File: src/rtl/int_seq_pkg.sv
// Shared types and defaults for the interrupt-entry / RTI sequencer.
package int_seq_pkg;

  typedef enum logic [3:0] {
    IDLE, DRAIN, PUSH_HI, PUSH_LO, PUSH_FL, RD_HI, RD_LO, POP_FL, POP_LO, POP_HI
  } state_t;

  // waiting=0: request outstanding; waiting=1: request accepted, awaiting mem_rvalid
  typedef struct packed {
    state_t state;
    logic   waiting;
  } seq_t;

  localparam logic [31:0] VEC_BASE_DEFAULT     = 32'h0;
  localparam int unsigned FLAG_W_DEFAULT       = 3;
  localparam int unsigned DRAIN_CYCLES_DEFAULT = 3;

endpackage

File: src/rtl/int_pending_latch.sv
// Interrupt pending flag: set by a request, cleared when entry is taken, repeats coalesce.
module int_pending_latch (
  input  logic clk,
  input  logic reset,
  input  logic set,
  input  logic clear,
  output logic pending
);

  logic pending_q;

  always_ff @(posedge clk or negedge reset) begin
    if (!reset)     pending_q <= 1'b0;
    else if (clear) pending_q <= 1'b0;
    else if (set)   pending_q <= 1'b1;
  end

  // A request can be taken in the same cycle it arrives.
  assign pending = pending_q | set;

endmodule

File: src/rtl/int_sequencer.sv
// Interrupt-entry / RTI sequencer: stalls the front end and drives the stack/memory port.
module int_sequencer
  import int_seq_pkg::*;
#(
  parameter int unsigned FLAG_W       = FLAG_W_DEFAULT,
  parameter int unsigned DRAIN_CYCLES = DRAIN_CYCLES_DEFAULT,
  parameter logic [31:0] VEC_BASE     = VEC_BASE_DEFAULT
) (
  input  logic              clk,
  input  logic              reset,
  input  logic              interrupt_signal,
  input  logic              rti_decoded,
  input  logic              jump_pending,
  input  logic [31:0]       pc_current,
  input  logic [FLAG_W-1:0] flags_current,
  input  logic              mem_ready,
  input  logic              mem_rvalid,
  input  logic [15:0]       mem_rdata,
  output logic              busy,
  output logic              fetch_stall,
  output logic              flush_decode,
  output logic              mem_push,
  output logic              mem_pop,
  output logic              mem_read,
  output logic [31:0]       mem_addr,
  output logic [15:0]       mem_wdata,
  output logic              pc_load,
  output logic [31:0]       pc_load_value,
  output logic              flags_load,
  output logic [FLAG_W-1:0] flags_load_value,
  output logic              int_ack
);

  localparam int unsigned CNT_W = (DRAIN_CYCLES > 1) ? $clog2(DRAIN_CYCLES) + 1 : 1;

  seq_t              seq;
  logic [CNT_W-1:0]  cnt;
  logic [31:0]       pc_q;
  logic [FLAG_W-1:0] fl_q;
  logic [15:0]       hi_q;
  logic              pending;
  logic              take_int;
  logic              drain_done;

  int_pending_latch u_pending (
    .clk     (clk),
    .reset   (reset),
    .set     (interrupt_signal),
    .clear   (take_int),
    .pending (pending)
  );

  // RTI has priority over a pending interrupt; a jump in flight defers entry.
  assign take_int   = (seq.state == IDLE) && !rti_decoded && pending && !jump_pending;
  // DRAIN always lasts at least one cycle, even with DRAIN_CYCLES=0.
  assign drain_done = (32'(cnt) + 32'd1) >= DRAIN_CYCLES;

  assign busy        = (seq.state != IDLE);
  assign fetch_stall = (seq.state != IDLE);

  always_ff @(posedge clk or negedge reset) begin
    if (!reset) begin
      seq              <= '{state: IDLE, waiting: 1'b0};
      cnt              <= '0;
      pc_q             <= '0;
      fl_q             <= '0;
      hi_q             <= '0;
      flush_decode     <= 1'b0;
      mem_push         <= 1'b0;
      mem_pop          <= 1'b0;
      mem_read         <= 1'b0;
      mem_addr         <= '0;
      mem_wdata        <= '0;
      pc_load          <= 1'b0;
      pc_load_value    <= '0;
      flags_load       <= 1'b0;
      flags_load_value <= '0;
      int_ack          <= 1'b0;
    end else begin
      flush_decode <= 1'b0;
      pc_load      <= 1'b0;
      flags_load   <= 1'b0;
      int_ack      <= 1'b0;
      case (seq.state)
        IDLE: begin
          seq.waiting <= 1'b0;
          if (rti_decoded) begin
            seq.state    <= POP_FL;
            flush_decode <= 1'b1;
            mem_pop      <= 1'b1;
          end else if (take_int) begin
            seq.state    <= DRAIN;
            flush_decode <= 1'b1;
            pc_q         <= pc_current;
            fl_q         <= flags_current;
            cnt          <= '0;
          end
        end
        DRAIN: begin
          if (drain_done) begin
            seq.state <= PUSH_HI;
            mem_push  <= 1'b1;
            mem_wdata <= pc_q[31:16];
          end else begin
            cnt <= cnt + CNT_W'(1);
          end
        end
        PUSH_HI: if (mem_ready) begin
          seq.state <= PUSH_LO;
          mem_wdata <= pc_q[15:0];
        end
        PUSH_LO: if (mem_ready) begin
          seq.state <= PUSH_FL;
          mem_wdata <= 16'(fl_q);
        end
        PUSH_FL: if (mem_ready) begin
          seq.state <= RD_HI;
          mem_push  <= 1'b0;
          mem_wdata <= '0;
          mem_read  <= 1'b1;
          mem_addr  <= VEC_BASE;
        end
        RD_HI, RD_LO, POP_FL, POP_LO, POP_HI: begin
          if (!seq.waiting) begin
            if (mem_ready) begin
              mem_read    <= 1'b0;
              mem_pop     <= 1'b0;
              mem_addr    <= '0;
              seq.waiting <= 1'b1;
            end
          end else if (mem_rvalid) begin
            seq.waiting <= 1'b0;
            case (seq.state)
              RD_HI: begin
                hi_q      <= mem_rdata;
                seq.state <= RD_LO;
                mem_read  <= 1'b1;
                mem_addr  <= VEC_BASE + 32'd1;
              end
              RD_LO: begin
                seq.state     <= IDLE;
                pc_load       <= 1'b1;
                pc_load_value <= {hi_q, mem_rdata};
                int_ack       <= 1'b1;
              end
              POP_FL: begin
                fl_q      <= mem_rdata[FLAG_W-1:0];
                seq.state <= POP_LO;
                mem_pop   <= 1'b1;
              end
              POP_LO: begin
                pc_q[15:0] <= mem_rdata;
                seq.state  <= POP_HI;
                mem_pop    <= 1'b1;
              end
              default: begin
                seq.state        <= IDLE;
                pc_load          <= 1'b1;
                pc_load_value    <= {mem_rdata, pc_q[15:0]};
                flags_load       <= 1'b1;
                flags_load_value <= fl_q;
              end
            endcase
          end
        end
        default: seq <= '{state: IDLE, waiting: 1'b0};
      endcase
    end
  end

endmodule

File: config.mk
export PLATFORM = sky130hd
export DESIGN_NAME = int_sequencer
export DESIGN_NICKNAME = d
export VERILOG_FILES = /design/src/rtl/int_seq_pkg.sv /design/src/rtl/int_pending_latch.sv /design/src/rtl/int_sequencer.sv
export SDC_FILE = /design/constraint.sdc
export NUM_CORES = 1
export LEC_CHECK = 0
export CAP_MARGIN = 20
export CORE_MARGIN = 5
export CORE_UTILIZATION = 63
export DETAILED_ROUTE_END_ITERATION = 10
export DONT_BUFFER_PORTS = 1
export GPL_TIMING_DRIVEN = 0
export PLACE_DENSITY = 0.79
export SLEW_MARGIN = 0
export SYNTH_ARGS = -nofsm -noshare
export SYNTH_HDL_FRONTEND = slang
export SYNTH_HIERARCHICAL = 1
export SYNTH_SLANG_ARGS = --single-unit
File: constraint.sdc
create_clock -name clk -period 2.3 [get_ports clk]
set_input_delay 0.345 -clock clk [delete_from_list [all_inputs] [get_ports clk]]
set_output_delay 0.345 -clock clk [all_outputs]
set_load 0.02 [all_outputs]
==> impl_metrics.ini, run 1 <==
[synth]
netlist.area_leader.share_pct = 56.92
avgSynthCellArea_sq_um = 11.45
ys_types = 58
synthAdderAreaFrac_pct = 0.3794
synth_top_family_by_area = multiplexers
syn_area_sq_um = 6595
synth_edf_count = 0
muxShareOfSynthArea_pct = 14.78
yosys_warnings = 6
yosysTopAreaCell = dfrtp_1
synth-compound-area-share_pct = 11.19
synth_xor_area_share_pct = 0.1328
synthCells = 576
async_flop_share_pct = 100.0
synth_ff_type = dfrtp_1
ys_ff_latch = 150
synth_simple_gate_area_share_pct = 12.81
yosysSeqAreaShare_pct = 56.92
synthTopCellsByArea = dfrtp_1 57%, mux2i_1 7.4%, o21ai_0 5.5%
syn-num-nets = 636

[clock_network]
tritoncts = done
clk_latency_ps = 520
path_clk_slew_ps = 70
postCtsSetupBuffers = 0
cts_inserted_buffers = 17
cts_hold_buffers = 33
cts_resized = 0
clockRootBuffer = clkbuf_8
cts_sinks = 150
htreeDepth = 4
clockBufferDepth = 2

[finish]
nFillCells = 682
final_cell_mix = 150 x dfrtp_1, 85 x nand2_1, 72 x o21ai_0, 49 x mux2i_1, 34 x and2_1
multi_input_area_sq_um = 2591
fin_cells = 778
final_layout_size_suffix_gt1_share_pct = 15.76
final-seq-area_sq_um = 3754
design_area_sq_um = 7671
area_growth_pct = 16.32
num-nets-final = 688
final_common_cell = dfrtp_1

[floorplan]
die_w_um = 112.3
dieArea_sq_um = 12610
die_y_um = 112.3
num_rows = 37
coreArea_sq_um = 10280
start_util_pct = 64.17
io_pins = 150

[sta]
worstMarginPinSlew_ps = 648.5
hold_ws_ps = -490.3
clock_skew_ps = 7.174
fin_crit_ps = 2127
setup_viol = 0
rsz0062_at_grt = no
max_freq_mhz = 470.2
hold_viol_final = 150
max_slew_margin_pct = 56.62
tns_ps = 0
finalCritPeriodShare_pct = 92.47
slew_violations = 0

[placement]
placed_cell_area_sq_um = 6765
dp_cells = 712
portBuffers = 0
gp_congestion = 0.8698
hpwl_um = 11530

[hold_path]
min_path_type = input port to async pin

[setup_path]
arrival_ps = 2530
critPathLaunchType = flop
crit_required_ps = 2710
criticalPathCategory = flop to flop
endpoint_kind = flop
cp_max_fo = 10

[grt]
gr-total-overflow = 0
grt_max_degree = 151
grt_pass1_wl_um = 27660
grt_usage_pct = 28.29
antenna_found_initial = 2
first_global_vias = 4977

[detailed_routing]
wl_per_cell_um = 22.23
num_vias = 4754
drtIter0Drc = 326
totalWireLength_um = 17290
drc = 0
drtAntennaViolNets = 0
viasPerCell = 6.111
firstDrtPassIters = 5

[power]
ir_drop_mv = 0.6615
p_leak_nw = 3.590
p_per_area_nw_per_um2 = 1359
power.total_mw = 10.43

[flow_run]
drv_cap = 0

[status]
run_status = finished, violations left
violations = hold timing
[state kept, by name, indices dropped and copies added, names as in the netlist]
signal               count
cnt                      3
fl_q                     3
flags_load               1
flags_load_value         3
flush_decode             1
hi_q                    16
int_ack                  1
mem_addr                32
mem_pop                  1
mem_push                 1
mem_read                 1
mem_wdata               16
pc_load                  1
pc_load_value           32
pc_q                    32
seq                      5
u_pending/pending_q      1
[kinds of logic after synthesis]
family,after synthesis
multiplexers,89
buffers and inverters,43
XOR/XNOR,1
adder cells (fa/ha/maj),2
AO/OA/AOI/OAI,124
AND/OR/NAND/NOR,167
flip-flops,150
[final timing paths]
kind	startpoint	to	slack (ps)	cells past startpoint
worst max-delay path	seq[4]	hi_q[9]	170	5
worst min-delay path	reset	mem_wdata[11]	-490	0
worst max register to register	seq[4]	hi_q[9]	170	5
worst min register to register	hi_q[8]	hi_q[8]	490	1
max in group asynchronous	reset	pc_load_value[14]	2590	0
min in group clk	mem_rdata[11]	pc_load_value[27]	20	2
[synthesized netlist by cell type, types with 3 or more instances]
library cell,instances
clkbuf_1,7
o21ai_1,4
nand2b_1,3
nor2_1,12
mux2_2,20
buf_2,17
nor2b_1,4
and2_1,34
a21oi_1,7
inv_1,8
mux2_1,11
buf_6,7
nand3_1,3
mux2_4,9
nor3_1,4
o21ai_0,72
nand2_1,85
mux2i_1,49
dfrtp_1,150
buf_4,4
a22oi_1,14
nor2_4,3
[routing by layer]
metal,vias to the layer above,GRT usage [%],wire (um)
met4,2,8.654,371
li1,2105,-,-
met3,33,10.67,1602
met5,-,0,13
met2,199,47.95,8815
met1,2415,33.67,6489
[area by class of cell]
type / instances / area share, %
diodes: 1 / 0.03262
plain buffers: 35 / 2.871
clock buffers: 20 / 5.937
clock inverters: 12 / 1.533
inverters: 8 / 0.3915
multi-input cells: 383 / 33.78
flip-flops and latches: 150 / 48.93
well taps: 136 / 2.218
repair buffers: 33 / 4.306
[stage by stage]
step | hold slack (ps) | setup slack, ps | util (%)
6_report | -490.3 | 173.1 | 74.64
5_1_grt | -511.7 | 57.69 | 74.64
2_1_floorplan | 49.41 | 508.5 | -
3_5_place_dp | 52.98 | 230.2 | 65.83
4_1_cts | -504.1 | 198.2 | 74.62
3_3_place_gp | 53.18 | 246.4 | 65.83
[where the power goes]
group / internal [mW] / total (mW) / switching (mW)
Sequential: 3.49 / 4.61 / 1.13
Combinational: 1.41 / 3.16 / 1.76
Clock: 1.53 / 2.65 / 1.12
Total: 6.43 / 10.4 / 4.00
[critical path, stage by stage, from the launching register on]
cell and delay, ps:
dfrtp_1 450, nand2b_1 170, buf_2 200, nor3_4 590, buf_6 250, mux2_1 340
(Power assumes the default switching activity.)
==> inputs of run 2 (changes only) <==
--- a/config.mk
+++ b/config.mk
@@ -11,8 +11,8 @@
 export DETAILED_ROUTE_END_ITERATION = 10
 export DONT_BUFFER_PORTS = 1
 export GPL_TIMING_DRIVEN = 0
-export PLACE_DENSITY = 0.79
-export SLEW_MARGIN = 0
+export PLACE_DENSITY = 0.8
+export SLEW_MARGIN = 20
 export SYNTH_ARGS = -nofsm -noshare
 export SYNTH_HDL_FRONTEND = slang
 export SYNTH_HIERARCHICAL = 1
==> run 2 against run 1 <==
The flow still finishes with violations (hold timing). Cell area is essentially flat. Utilization grew 0.073 points. Clock-buffer cell count shrank 1. Register-to-register slack lost 20 ps. Sequential cell count is the same. Fmax shrank 1.0%. Global-route usage shrank 0.27 points. Sequential power is essentially flat. Setup slack lost 22 ps. Combinational power is essentially flat. Sequential share of layout area is essentially flat. First-iteration DRC count grew 29%. Largest power group unchanged.
==> impl_metrics.ini, run 2 (synthesis gave the netlist of run 1 again) <==
[detailed_routing]
drtAntennaViolNets = 0
drtIter0Drc = 419
num_vias = 4691
drc = 0
viasPerCell = 6.030
wl_per_cell_um = 22.07
firstDrtPassIters = 5
totalWireLength_um = 17170

[grt]
gr-total-overflow = 0
grt_usage_pct = 28.02
grt_max_degree = 151
antenna_found_initial = 2
grt_pass1_wl_um = 27390
first_global_vias = 5006

[sta]
max_slew_margin_pct = 56.50
fin_crit_ps = 2149
tns_ps = 0
max_freq_mhz = 465.3
hold_ws_ps = -493.6
setup_viol = 0
slew_violations = 0
finalCritPeriodShare_pct = 93.45
worstMarginPinSlew_ps = 650.3
hold_viol_final = 150
rsz0062_at_grt = no
clock_skew_ps = 8.438
setup_ws_ps = 150.7

[power]
p_leak_nw = 3.607
power.total_mw = 10.48
ir_drop_mv = 0.7251
p_per_area_nw_per_um2 = 1365

[finish]
design_area_sq_um = 7679
area_growth_pct = 16.43
fin_cells = 778
final_cell_mix = 150 x dfrtp_1, 85 x nand2_1, 72 x o21ai_0, 49 x mux2i_1, 34 x and2_1
nFillCells = 663
final_common_cell = dfrtp_1
final_layout_size_suffix_gt1_share_pct = 15.60
largestRegisters = mem_addr: 32 flops, pc_load_value: 32 flops, pc_q: 32 flops
post-route-util_pct = 74.71
num-nets-final = 688

[placement]
gp_congestion = 0.8625
placed_cell_area_sq_um = 6765
hpwl_um = 11730
preCtsSetupSlack_ps = 189.5
dp_cells = 712
portBuffers = 0

[setup_path]
endpoint_kind = flop
slowest_stage = nor3_4
slowest_delay_ps = 590
criticalPathCategory = flop to flop
r2r_cells = 5
arrival_ps = 2550
crit_chain = nand2b_1, buf_2, nor3_4, buf_6, mux2_1
critPathLaunchType = flop
r2r_start = seq[4]
crit_required_ps = 2700
cp_max_fo = 10
rr_endpoint = hi_q[12]
regToRegSetupSlack_ps = 150

[clock_network]
cts_hold_buffers = 33
cts_sinks = 150
clockRootBuffer = clkbuf_8
postCtsSetupBuffers = 0
path_clk_slew_ps = 60
cts_resized = 0
clockBufferDepth = 2
tritoncts = done
clk_latency_ps = 530
htreeDepth = 4
cts_inserted_buffers = 17

[hold_path]
min_path_type = input port to async pin

[status]
violations = hold timing
run_status = finished, violations left

[floorplan]
start_util_pct = 64.17
dieArea_sq_um = 12610
num_rows = 37
die_w_um = 112.3
coreArea_sq_um = 10280
io_pins = 150
die_y_um = 112.3

[flow_run]
drv_cap = 0
run 2: cell count changes in the layout (fill, tap and decap cells not counted):
cell        before  now
bufinv_16        1    2
clkinvlp_4       6    2
clkinv_4         1    4
clkbuf_8         4    2
clkinv_2         1    2
clkbuf_1         7    8
run 2: cell type report:
| cell class | count | area, sq um | area share [%] |
|---|---|---|---|
| Clock buffer | 19 | 431.7 | 5.622 |
| Buffer | 35 | 220.2 | 2.868 |
| Antenna cell | 1 | 2.502 | 0.03259 |
| Inverter | 8 | 30.03 | 0.3911 |
| Clock inverter | 13 | 148.9 | 1.939 |
| Tap cell | 136 | 170.2 | 2.216 |
| Timing Repair Buffer | 33 | 330.3 | 4.302 |
| Sequential cell | 150 | 3754 | 48.88 |
| Multi-Input combinational cell | 383 | 2591 | 33.75 |
run 2: critical path, delay by kind of cell, from the launching register on:
| kind | cells | cell delay, ps |
|---|---|---|
| buf+inv | 2 | 450 |
| flops | 1 | 450 |
| mux | 1 | 350 |
| simple gates | 2 | 760 |
run 2: worst max path at each step:
stage           start  endpoint  slack (ps)  cells past startpoint
5_1_grt        seq[4]  hi_q[12]          90                      5
3_5_place_dp   seq[4]  hi_q[11]         190                      5
6_report       seq[4]  hi_q[12]         150                      5
4_1_cts        seq[4]  hi_q[12]         170                      5
2_1_floorplan  seq[1]  pc_q[22]         510                      7
3_3_place_gp   seq[4]   hi_q[7]         210                      5
run 2: power by group:
part | leakage, nW | internal [mW] | switching (mW) | total (mW)
logic | 1.36 | 1.41 | 1.75 | 3.15
clock network | 0.281 | 1.59 | 1.12 | 2.71
registers | 1.97 | 3.49 | 1.13 | 4.62
total | 3.61 | 6.48 | 4.00 | 10.5
run 2: layer usage:
metal	GRT usage, %	wire [um]	up-vias
li1	-	-	2106
met1	35.06	6891	2366
met2	45.37	8507	185
met3	11.11	1370	32
met4	8.333	389	2
met5	0	13	-
